$ cat config.mk
export PLATFORM = sky130hd
export DESIGN_NAME = axi_timer_multi
export DESIGN_NICKNAME = d
export VERILOG_FILES = /design/src/rtl/axi_timer_multi.sv
export SDC_FILE = /design/constraint.sdc
export NUM_CORES = 1
export LEC_CHECK = 0
export ABC_AREA = 1
export CAP_MARGIN = 20
export CELL_PAD_IN_SITES_DETAIL_PLACEMENT = 1
export CELL_PAD_IN_SITES_GLOBAL_PLACEMENT = 1
export CORE_MARGIN = 4
export CORE_UTILIZATION = 47
export CTS_BUF_LIST = sky130_fd_sc_hd__clkbuf_4 sky130_fd_sc_hd__clkbuf_8
export DETAILED_ROUTE_END_ITERATION = 16
export PLACE_DENSITY_LB_ADDON = 0.1
export SYNTH_ARGS = -nofsm -noshare
export SYNTH_HDL_FRONTEND = slang
export SYNTH_SLANG_ARGS = --single-unit
$ cat constraint.sdc
create_clock -name clk -period 42.1 [get_ports clk]
set_input_delay 8.42 -clock clk [delete_from_list [all_inputs] [get_ports clk]]
set_output_delay 8.42 -clock clk [all_outputs]
set_load 0.03 [all_outputs]
$ cat src/rtl/axi_timer_multi.sv
// Multi-channel timer/compare peripheral behind an AXI4-Lite slave port.
// Each channel: prescaler, up-counter, compare, one-shot mode; sticky W1C status with level IRQs.

module axi_timer_multi_ch #(
  parameter int unsigned CNT_BW_p   = 32,
  parameter int unsigned PRESC_BW_p = 16
) (
  input  logic                  clk,
  input  logic                  rst,
  input  logic                  i_wr,
  input  logic [1:0]            i_wr_off,
  input  logic [31:0]           i_wdata,
  output logic                  o_en,
  output logic                  o_oneshot,
  output logic                  o_irq_en,
  output logic [PRESC_BW_p-1:0] o_presc,
  output logic [CNT_BW_p-1:0]   o_cmp,
  output logic [CNT_BW_p-1:0]   o_cnt,
  output logic                  o_match
);

  localparam logic [CNT_BW_p-1:0]   CNT_ONE   = CNT_BW_p'(1);
  localparam logic [PRESC_BW_p-1:0] PRESC_ONE = PRESC_BW_p'(1);

  logic                  r_en;
  logic                  r_oneshot;
  logic                  r_irq_en;
  logic [PRESC_BW_p-1:0] r_presc;
  logic [PRESC_BW_p-1:0] r_pcnt;
  logic [CNT_BW_p-1:0]   r_cmp;
  logic [CNT_BW_p-1:0]   r_cnt;

  logic w_tick;
  logic w_cnt_wr;
  logic w_match;
  logic w_unused_wdata;

  assign w_unused_wdata = ^i_wdata;

  // A software COUNT write suppresses match evaluation in the same cycle.
  always_comb begin
    w_tick   = r_en && (r_pcnt == r_presc);
    w_cnt_wr = i_wr && (i_wr_off == 2'd3);
    w_match  = w_tick && (r_cnt == r_cmp) && !w_cnt_wr;
  end

  always_ff @(posedge clk or posedge rst) begin
    if (rst) begin
      r_en      <= 1'b0;
      r_oneshot <= 1'b0;
      r_irq_en  <= 1'b0;
      r_presc   <= '0;
      r_pcnt    <= '0;
      r_cmp     <= '0;
      r_cnt     <= '0;
    end else begin
      if (r_en) begin
        if (w_tick) begin
          r_pcnt <= '0;
          if (w_match) begin
            r_cnt <= '0;
            if (r_oneshot) begin
              r_en <= 1'b0;
            end
          end else begin
            r_cnt <= r_cnt + CNT_ONE;
          end
        end else begin
          r_pcnt <= r_pcnt + PRESC_ONE;
        end
      end
      // Register writes come last so software values override timer updates.
      if (i_wr) begin
        case (i_wr_off)
          2'd0: begin
            r_en      <= i_wdata[0];
            r_oneshot <= i_wdata[1];
            r_irq_en  <= i_wdata[2];
            if (i_wdata[0] && !r_en) begin
              r_pcnt <= '0;
            end
          end
          2'd1:    r_presc <= i_wdata[PRESC_BW_p-1:0];
          2'd2:    r_cmp   <= i_wdata[CNT_BW_p-1:0];
          default: r_cnt   <= i_wdata[CNT_BW_p-1:0];
        endcase
      end
    end
  end

  assign o_en      = r_en;
  assign o_oneshot = r_oneshot;
  assign o_irq_en  = r_irq_en;
  assign o_presc   = r_presc;
  assign o_cmp     = r_cmp;
  assign o_cnt     = r_cnt;
  assign o_match   = w_match;

endmodule

module axi_timer_multi #(
  parameter int unsigned CH_NBR_p      = 4,
  parameter int unsigned AXI_ADDR_BW_p = 12,
  parameter int unsigned CNT_BW_p      = 32,
  parameter int unsigned PRESC_BW_p    = 16
) (
  input  logic                     clk,
  input  logic                     rst,
  input  logic [AXI_ADDR_BW_p-1:0] i_axi_awaddr,
  input  logic                     i_axi_awvalid,
  output logic                     o_axi_awready,
  input  logic [31:0]              i_axi_wdata,
  input  logic                     i_axi_wvalid,
  output logic                     o_axi_wready,
  output logic [1:0]               o_axi_bresp,
  output logic                     o_axi_bvalid,
  input  logic                     i_axi_bready,
  input  logic [AXI_ADDR_BW_p-1:0] i_axi_araddr,
  input  logic                     i_axi_arvalid,
  output logic                     o_axi_arready,
  output logic [31:0]              o_axi_rdata,
  output logic [1:0]               o_axi_rresp,
  output logic                     o_axi_rvalid,
  input  logic                     i_axi_rready,
  output logic [CH_NBR_p-1:0]      o_irq_ch,
  output logic                     o_irq
);

  localparam logic [AXI_ADDR_BW_p-1:0] STATUS_ADDR = AXI_ADDR_BW_p'(32'h100);
  localparam logic [1:0]               RESP_OKAY   = 2'b00;
  localparam logic [1:0]               RESP_SLVERR = 2'b10;

  logic                r_bvalid;
  logic [1:0]          r_bresp;
  logic                r_rvalid;
  logic [1:0]          r_rresp;
  logic [31:0]         r_rdata;
  logic [CH_NBR_p-1:0] r_status;

  logic                w_wr_fire;
  logic                w_rd_fire;
  logic [CH_NBR_p-1:0] w_wr_ch_hit;
  logic [CH_NBR_p-1:0] w_rd_ch_hit;
  logic                w_wr_status;
  logic                w_rd_status;
  logic                w_wr_err;
  logic                w_rd_err;
  logic [31:0]         w_rd_data;
  logic [CH_NBR_p-1:0] w_status_clr;
  logic                w_unused_addr;

  logic [CH_NBR_p-1:0]   w_en;
  logic [CH_NBR_p-1:0]   w_oneshot;
  logic [CH_NBR_p-1:0]   w_irq_en;
  logic [CH_NBR_p-1:0]   w_match;
  logic [PRESC_BW_p-1:0] w_presc [CH_NBR_p];
  logic [CNT_BW_p-1:0]   w_cmp   [CH_NBR_p];
  logic [CNT_BW_p-1:0]   w_cnt   [CH_NBR_p];

  assign w_unused_addr = ^{i_axi_awaddr[1:0], i_axi_araddr[1:0]};

  assign w_wr_fire = i_axi_awvalid && i_axi_wvalid && !r_bvalid;
  assign w_rd_fire = i_axi_arvalid && !r_rvalid;

  // Channel windows occupy 0x000..0x0FF at 16-byte stride; STATUS sits alone at 0x100.
  always_comb begin
    w_wr_ch_hit = '0;
    w_rd_ch_hit = '0;
    for (int unsigned c = 0; c < CH_NBR_p; c++) begin
      w_wr_ch_hit[c] = (i_axi_awaddr[AXI_ADDR_BW_p-1:8] == '0) && (i_axi_awaddr[7:4] == 4'(c));
      w_rd_ch_hit[c] = (i_axi_araddr[AXI_ADDR_BW_p-1:8] == '0) && (i_axi_araddr[7:4] == 4'(c));
    end
    w_wr_status = ({i_axi_awaddr[AXI_ADDR_BW_p-1:2], 2'b00} == STATUS_ADDR);
    w_rd_status = ({i_axi_araddr[AXI_ADDR_BW_p-1:2], 2'b00} == STATUS_ADDR);
    w_wr_err    = !(w_wr_status || (|w_wr_ch_hit));
    w_rd_err    = !(w_rd_status || (|w_rd_ch_hit));
  end

  for (genvar g = 0; g < CH_NBR_p; g++) begin : g_ch
    axi_timer_multi_ch #(
      .CNT_BW_p   (CNT_BW_p),
      .PRESC_BW_p (PRESC_BW_p)
    ) u_ch (
      .clk       (clk),
      .rst       (rst),
      .i_wr      (w_wr_fire && w_wr_ch_hit[g]),
      .i_wr_off  (i_axi_awaddr[3:2]),
      .i_wdata   (i_axi_wdata),
      .o_en      (w_en[g]),
      .o_oneshot (w_oneshot[g]),
      .o_irq_en  (w_irq_en[g]),
      .o_presc   (w_presc[g]),
      .o_cmp     (w_cmp[g]),
      .o_cnt     (w_cnt[g]),
      .o_match   (w_match[g])
    );
  end

  always_comb begin
    w_rd_data = '0;
    if (w_rd_status) begin
      w_rd_data = 32'(r_status);
    end
    for (int unsigned c = 0; c < CH_NBR_p; c++) begin
      if (w_rd_ch_hit[c]) begin
        case (i_axi_araddr[3:2])
          2'd0:    w_rd_data = {29'd0, w_irq_en[c], w_oneshot[c], w_en[c]};
          2'd1:    w_rd_data = 32'(w_presc[c]);
          2'd2:    w_rd_data = 32'(w_cmp[c]);
          default: w_rd_data = 32'(w_cnt[c]);
        endcase
      end
    end
  end

  assign w_status_clr = (w_wr_fire && w_wr_status) ? i_axi_wdata[CH_NBR_p-1:0] : '0;

  // A match in the same cycle as W1C keeps the bit set.
  always_ff @(posedge clk or posedge rst) begin
    if (rst) begin
      r_status <= '0;
    end else begin
      r_status <= (r_status & ~w_status_clr) | w_match;
    end
  end

  always_ff @(posedge clk or posedge rst) begin
    if (rst) begin
      r_bvalid <= 1'b0;
      r_bresp  <= RESP_OKAY;
    end else if (w_wr_fire) begin
      r_bvalid <= 1'b1;
      r_bresp  <= w_wr_err ? RESP_SLVERR : RESP_OKAY;
    end else if (r_bvalid && i_axi_bready) begin
      r_bvalid <= 1'b0;
    end
  end

  always_ff @(posedge clk or posedge rst) begin
    if (rst) begin
      r_rvalid <= 1'b0;
      r_rresp  <= RESP_OKAY;
      r_rdata  <= '0;
    end else if (w_rd_fire) begin
      r_rvalid <= 1'b1;
      r_rresp  <= w_rd_err ? RESP_SLVERR : RESP_OKAY;
      r_rdata  <= w_rd_data;
    end else if (r_rvalid && i_axi_rready) begin
      r_rvalid <= 1'b0;
    end
  end

  assign o_axi_awready = w_wr_fire;
  assign o_axi_wready  = w_wr_fire;
  assign o_axi_bvalid  = r_bvalid;
  assign o_axi_bresp   = r_bresp;
  assign o_axi_arready = w_rd_fire;
  assign o_axi_rvalid  = r_rvalid;
  assign o_axi_rresp   = r_rresp;
  assign o_axi_rdata   = r_rdata;
  assign o_irq_ch      = r_status & w_irq_en;
  assign o_irq         = |o_irq_ch;

endmodule

==> results.py, run 1 <==
metrics = {
    "outcome": {
        "status": "finished, final reports clean",
    },
    "setup_path": {
        "crit_type": "input port to primary output",
        "max_stage_delay_ps": 760,
        "cp_num_buf_inv": 5,
        "crit_chain": "clkdlybuf4s50_1 > nand2_1 > buf_4 > inv_1 > buf_4 > clkdlybuf4s50_1",
        "cp-start-kind": "input port",
        "cp.arrival_ps": 10540,
        "cp_top_family": "buffers and inverters",
        "cp_max_fo": 38,
        "cp-end-kind": "primary output",
        "critPathSlowestCell": "clkdlybuf4s50_1",
        "required_ps": 33680,
    },
    "global_routing": {
        "grt_pass1_wl_um": 169000,
        "grt_pass1_vias": 28200,
        "antenna_found_initial": 6,
        "grtUsageTotal_pct": 36.3,
        "grt_max_degree": 149,
        "overflow": 0,
    },
    "job": {
        "cap_violations": 0,
    },
    "floorplan": {
        "die_area_mm2": 0.0612,
        "core-area_mm2": 0.0565,
        "fp.dieW_um": 247,
        "ios": 109,
        "rows": 87,
        "start_util_pct": 47.7,
        "die_h_um": 247,
    },
    "clock_tree": {
        "post_cts_resized": 0,
        "clk_pin_slew_ps": 60,
        "postCtsSetupBuffers": 0,
        "cts_root_buf": "clkbuf_8",
        "h-tree-depth": 3,
        "cts_buffer_depth": 3,
        "clock_latency_ps": 710,
        "cts.sinks": 436,
        "ctsHoldBuffers": 0,
        "cts_buffers": 84,
        "cts_tree": "yes",
    },
    "placement": {
        "gp_routability_congestion": 0.984,
        "io_buffer_count": 102,
        "hpwlAfterDp_um": 81900,
    },
    "logic_synthesis": {
        "synth.distinct_cells": 65,
        "synth-simple-area-share_pct": 33.4,
        "ys_seq_elements": 436,
        "synthCells": 3880,
        "synth_top_family_by_area": "simple AND/OR/NAND/NOR gates",
        "synth_xor_area_share_pct": 3.35,
        "synth_edf_count": 0,
        "synth_area_per_cell_um2": 6.94,
        "ys_seq_area_share_pct": 40.5,
        "synth_compound_area_share_pct": 13.3,
        "synthArstFlopShare_pct": 100,
        "yosys_warnings": 0,
        "ys.flop_type": "dfrtp_1",
        "synth_area_mm2": 0.0269,
        "synthMuxAreaShare_pct": 0,
        "synthAdderAreaFrac_pct": 0.372,
    },
    "sta": {
        "fin_skew_ps": 31.3,
        "min_period_ps": 18960,
        "fin_setup_tns_ps": 0,
        "rsz0062_at_grt": "false",
        "setup_viol": 0,
        "final_hold_viol_count": 0,
        "period_share_pct": 45.0,
        "max-slew-margin-rel_pct": 25.9,
        "max_freq_mhz": 52.7,
        "worstMarginPinSlew_ps": 1110,
        "drv_slew": 0,
    },
    "detailed_routing": {
        "highest_layer": "met4",
        "viasPerCell": 5.87,
        "route.met3.wl_um": 9190,
        "route.met2.wl_um": 50500,
        "wl_per_cell_um": 23.4,
        "drc_errors": 0,
        "num_vias": 28200,
        "final_antenna_net_count": 0,
        "drt_iter0_drc": 2630,
        "finalWirelength_um": 112000,
        "wl_met1_um": 46900,
        "first_pass_iters": 5,
    },
    "layout": {
        "num-nets-final": 4037,
        "area_growth_pct": 13.4,
        "final_layout_size_suffix_gt1_share_pct": 6.94,
        "most-common-layout-cells": "nand2_1 (1,188), inv_1 (452), dfrtp_1 (436)",
        "final_common_cell": "nand2_1",
        "fin_util_pct": 54.0,
    },
    "worst_hold_path": {
        "hp-class": "flip-flop to flip-flop",
    },
    "power": {
        "sw_frac_of_total_pct": 28.0,
        "seqPwrFrac_pct": 43.1,
        "p_int_mw": 0.731,
        "p_per_area_mw_per_mm2": 33.3,
        "power.leakage_nw": 13.9,
        "worst_ir_drop_vdd_mv": 0.0236,
        "p_clk_share_pct": 47.3,
        "switchingPower_mw": 0.285,
        "combPwrFrac_pct": 9.6,
    },
}
## metal layers
metal  global-route usage, %  up-vias
li1                        -    12900
met1                    48.2    13900
met2                    57.6     1120
met3                    7.52      279
met4                    16.3        0
met5                       0        -
## cell usage after synthesis (9+ instances only)
cell       count  area share [%]
o21ai_1        9            0.17
nor3_1        88             1.6
nor2_1       370             5.2
inv_1        453             6.3
o211ai_1      19            0.53
o21ai_0      337             6.3
dfrtp_1      436              41
and3_1         9            0.21
nor2_2        14            0.33
nor3_2        11            0.41
inv_2         26            0.36
a41oi_1       15            0.49
o22ai_1       88             2.0
xnor2_1       44             1.4
nor3b_1       11            0.31
nand4_1       88             2.0
nand2_1     1193              17
o221ai_1      29            0.94
nand3_1      238             4.4
buf_4          9            0.25
a21oi_1       82             1.5
nor4_1        24            0.56
xor2_1        59             1.9
buf_2         19            0.35
clkbuf_1      89             1.2
o2111ai_1      9            0.29
## tightest hold or removal path, cell delays in order (launching register included)
cell     delay (ps)
dfrtp_1         340
nand2_1          60
nand2_1          50
## worst paths after layout
| check | start | to | slack, ps | cells after the start |
|---|---|---|---|---|
| max | i_axi_arvalid | o_axi_arready | 23140 | 6 |
| min | o_axi_rdata[13] | o_axi_rdata[13] | 480 | 2 |
| max reg2reg | o_axi_bvalid | g_ch[1].u_ch.o_cnt[20] | 38880 | 12 |
| min reg2reg | o_axi_rdata[13] | o_axi_rdata[13] | 480 | 2 |
| max in group asynchronous | rst | g_ch[1].u_ch.o_cnt[29] | 31530 | 4 |
| min in group asynchronous | rst | g_ch[3].u_ch.o_presc[6] | 8250 | 2 |
## layout make-up
cell class	count	area, um2
fill	7373	26000
antenna	6	15.0
clock inverter	23	231
multi-input combinational	2827	13600
clock buffer	129	1660
sequential	436	10900
timing repair buffer	131	1300
tap	756	946
inverter	486	1840
## power groups by stage
| stage | Clock [mW] | Sequential, mW | Combinational [mW] |
|---|---|---|---|
| final | 0.481 | 0.438 | 0.0971 |
| after global routing | 0.505 | 0.438 | 0.104 |
| after CTS | 0.486 | 0.438 | 0.0959 |
| after detailed placement | 0 | 0.445 | 0.0955 |
| after global placement | 0 | 0.445 | 0.0937 |
| after floorplan | 0 | 0.450 | 0.0443 |
## sequential cells by signal, indices dropped and copies added (netlist names)
| signal | count |
|---|---|
| r_status | 4 |
| g_ch.u_ch.o_en | 4 |
| g_ch.u_ch.o_oneshot | 4 |
| o_axi_rvalid | 1 |
| g_ch.u_ch.r_pcnt | 64 |
| o_axi_bresp | 1 |
| o_axi_rdata | 32 |
| g_ch.u_ch.o_cmp | 128 |
| o_axi_bvalid | 1 |
| g_ch.u_ch.o_cnt | 128 |
| o_axi_rresp | 1 |
| g_ch.u_ch.o_irq_en | 4 |
| g_ch.u_ch.o_presc | 64 |
## through the flow
stage / std cells / power, mW / area (um2) / hold slack [ps] / worst slack (ps)
global route: 4789 / 1.05 / 30500 / 508 / 23120
finish: 4794 / 1.02 / 30500 / 477 / 23140
CTS: 4784 / 1.02 / 30400 / 484 / 23170
global placement: 4632 / 0.538 / 28500 / 465 / 23200
floorplan: 3881 / 0.494 / 26900 / 453 / 21530
detailed placement: 4632 / 0.540 / 28500 / 468 / 23170
## logic make-up (layout without fill, tap and decap cells)
kind of cell	count (synthesis)	after routing
adders and majority gates	8	8
buffers and inverters	618	769
and+or+nand+nor	2091	2091
other	1	8
DFF	436	436
xor gates and xnor gates	103	103
AOI/OAI and AO/OA	623	623
Power figures use the tool's default switching activity.
==> run 2, diff against run 1 <==
--- a/config.mk
+++ b/config.mk
@@ -10,7 +10,7 @@
 export CELL_PAD_IN_SITES_DETAIL_PLACEMENT = 1
 export CELL_PAD_IN_SITES_GLOBAL_PLACEMENT = 1
 export CORE_MARGIN = 4
-export CORE_UTILIZATION = 47
+export CORE_UTILIZATION = 46
 export CTS_BUF_LIST = sky130_fd_sc_hd__clkbuf_4 sky130_fd_sc_hd__clkbuf_8
 export DETAILED_ROUTE_END_ITERATION = 16
 export PLACE_DENSITY_LB_ADDON = 0.1
==> constraint.sdc (replaced) <==
create_clock -name clk -period 17.9 [get_ports clk]
set_input_delay 3.58 -clock clk [delete_from_list [all_inputs] [get_ports clk]]
set_output_delay 3.58 -clock clk [all_outputs]
set_load 0.03 [all_outputs]
==> results.py, run 2 (same netlist as run 1, synthesis figures left out) <==
metrics = {
    "outcome": {
        "status": "finished, final reports clean",
    },
    "detailed_routing": {
        "num_vias": 27800,
        "viasPerCell": 5.79,
        "first_pass_iters": 6,
        "final_antenna_net_count": 0,
        "wl_per_cell_um": 23.3,
        "finalWirelength_um": 112000,
        "drt_iter0_drc": 2507,
        "drc_errors": 0,
    },
    "sta": {
        "period_share_pct": 51.4,
        "worstMarginPinSlew_ps": 1180,
        "setup_viol": 0,
        "fin_skew_ps": 22.2,
        "final_hold_viol_count": 0,
        "setup_slack_ps": 8690,
        "drv_slew": 0,
        "fin_setup_tns_ps": 0,
        "min_period_ps": 9210,
        "max-slew-margin-rel_pct": 21.5,
        "max_freq_mhz": 109,
        "rsz0062_at_grt": "false",
    },
    "worst_hold_path": {
        "hp-class": "flip-flop to flip-flop",
        "min_from": "o_axi_rdata[19]",
        "holdPathStages": 2,
        "min_to": "o_axi_rdata[19]",
    },
    "setup_path": {
        "cp_top_family": "buffers and inverters",
        "cp.arrival_ps": 5630,
        "required_ps": 14320,
        "cp_max_fo": 38,
        "r2r_cells": 12,
        "cp-start-kind": "input port",
        "reg2reg_setup_slack_ps": 14630,
        "crit_type": "input port to primary output",
        "crit_chain": "clkdlybuf4s50_1 > nand2_1 > buf_4 > inv_1 > buf_4 > clkdlybuf4s50_1",
        "crit_start": "i_axi_arvalid",
        "max_stage_delay_ps": 750,
        "cp_num_buf_inv": 5,
        "r2r_start": "o_axi_bvalid",
        "cp-end-kind": "primary output",
        "critPathSlowestCell": "clkdlybuf4s50_1",
        "r2r_end": "g_ch[1].u_ch.o_cnt[29]",
    },
    "placement": {
        "dp_slack_ps": 8700,
        "gp_routability_congestion": 0.967,
        "hpwlAfterDp_um": 82100,
        "io_buffer_count": 102,
    },
    "floorplan": {
        "die_h_um": 250,
        "start_util_pct": 46.6,
        "fp.dieW_um": 250,
        "rows": 88,
        "ios": 109,
        "die_area_mm2": 0.0625,
        "core-area_mm2": 0.0578,
    },
    "clock_tree": {
        "cts_buffers": 84,
        "post_cts_resized": 0,
        "cts_root_buf": "clkbuf_8",
        "ctsHoldBuffers": 0,
        "clk_pin_slew_ps": 60,
        "cts_buffer_depth": 3,
        "cts.sinks": 436,
        "clock_latency_ps": 690,
        "h-tree-depth": 3,
        "postCtsSetupBuffers": 0,
        "cts_tree": "yes",
    },
    "layout": {
        "fin_util_pct": 52.6,
        "most-common-layout-cells": "nand2_1 (1,188), inv_1 (452), dfrtp_1 (436)",
        "regArea_mm2": 0.0109,
        "final_layout_size_suffix_gt1_share_pct": 6.83,
        "area_growth_pct": 13.0,
        "num-nets-final": 4036,
        "final_common_cell": "nand2_1",
        "multi_input_area_mm2": 0.0136,
        "nFillCells": 7561,
    },
    "global_routing": {
        "overflow": 0,
        "grt_pass1_wl_um": 169000,
        "grtUsageTotal_pct": 35.1,
        "grt_pass1_vias": 28000,
        "grt_max_degree": 129,
        "antenna_found_initial": 12,
    },
    "power": {
        "power.leakage_nw": 13.8,
        "worst_ir_drop_vdd_mv": 0.0754,
        "p_per_area_mw_per_mm2": 77.0,
    },
    "job": {
        "cap_violations": 0,
    },
}
[run 2: cell count changes in the layout (fill, tap and decap cells not counted), sizes merged]
| cell | delta |
|---|---|
| diode | -5 |
| clkinvlp | -4 |
| clkbuf | +3 |
| buf | -1 |
| bufinv | -1 |
| clkinv | -1 |
| inv | -1 |
[run 2: tightest hold or removal path, stage by stage (launching register included)]
cell,delay (ps)
dfrtp_1,340
nand2_1,50
o21ai_0,60
[run 2: worst max-delay path by stage]
stage,cells past startpoint,endpoint,slack [ps]
2_1_floorplan,1,g_ch[0].u_ch.o_cmp[0],2170
3_3_place_gp,6,o_axi_arready,8710
3_5_place_dp,6,o_axi_arready,8700
4_1_cts,6,o_axi_arready,8690
5_1_grt,6,o_axi_arready,8620
6_report,6,o_axi_arready,8690
[run 2: report_power, final]
part,internal (mW),leakage (nW),switching (mW)
combinational,0.0654,7.08,0.165
clock,0.620,0.963,0.464
sequential,1.01,5.80,0.0233
total,1.69,13.8,0.652
[run 2: metrics by stage]
| step | instances | hold slack [ps] | total power [mW] | cell area, um2 |
|---|---|---|---|---|
| after floorplan | 3881 | 453 | 1.16 | 26900 |
| after global placement | 4640 | 465 | 1.27 | 28500 |
| after detailed placement | 4640 | 472 | 1.27 | 28500 |
| after CTS | 4788 | 486 | 2.36 | 30300 |
| after global routing | 4793 | 511 | 2.42 | 30400 |
| final | 4793 | 481 | 2.34 | 30400 |
[run 2: cell type report]
| cell class | count | area share [%] |
|---|---|---|
| repair buffers | 130 | 4.28 |
| clock buffers | 132 | 5.37 |
| inverters | 486 | 6.06 |
| clock inverters | 16 | 0.518 |
| well taps | 765 | 3.15 |
| diodes | 1 | 0.00822 |
| flip-flops and latches | 436 | 35.9 |
| multi-input cells | 2827 | 44.8 |
[run 2: routing by layer]
metal  wire [um]  GRT usage [%]  vias to the layer above
met2       49900           54.9                     1004
met5          27              0                        -
met1       47500           47.8                    13700
met3        9300           7.10                      224
li1            -              -                    12800
met4        5120           14.6                        4
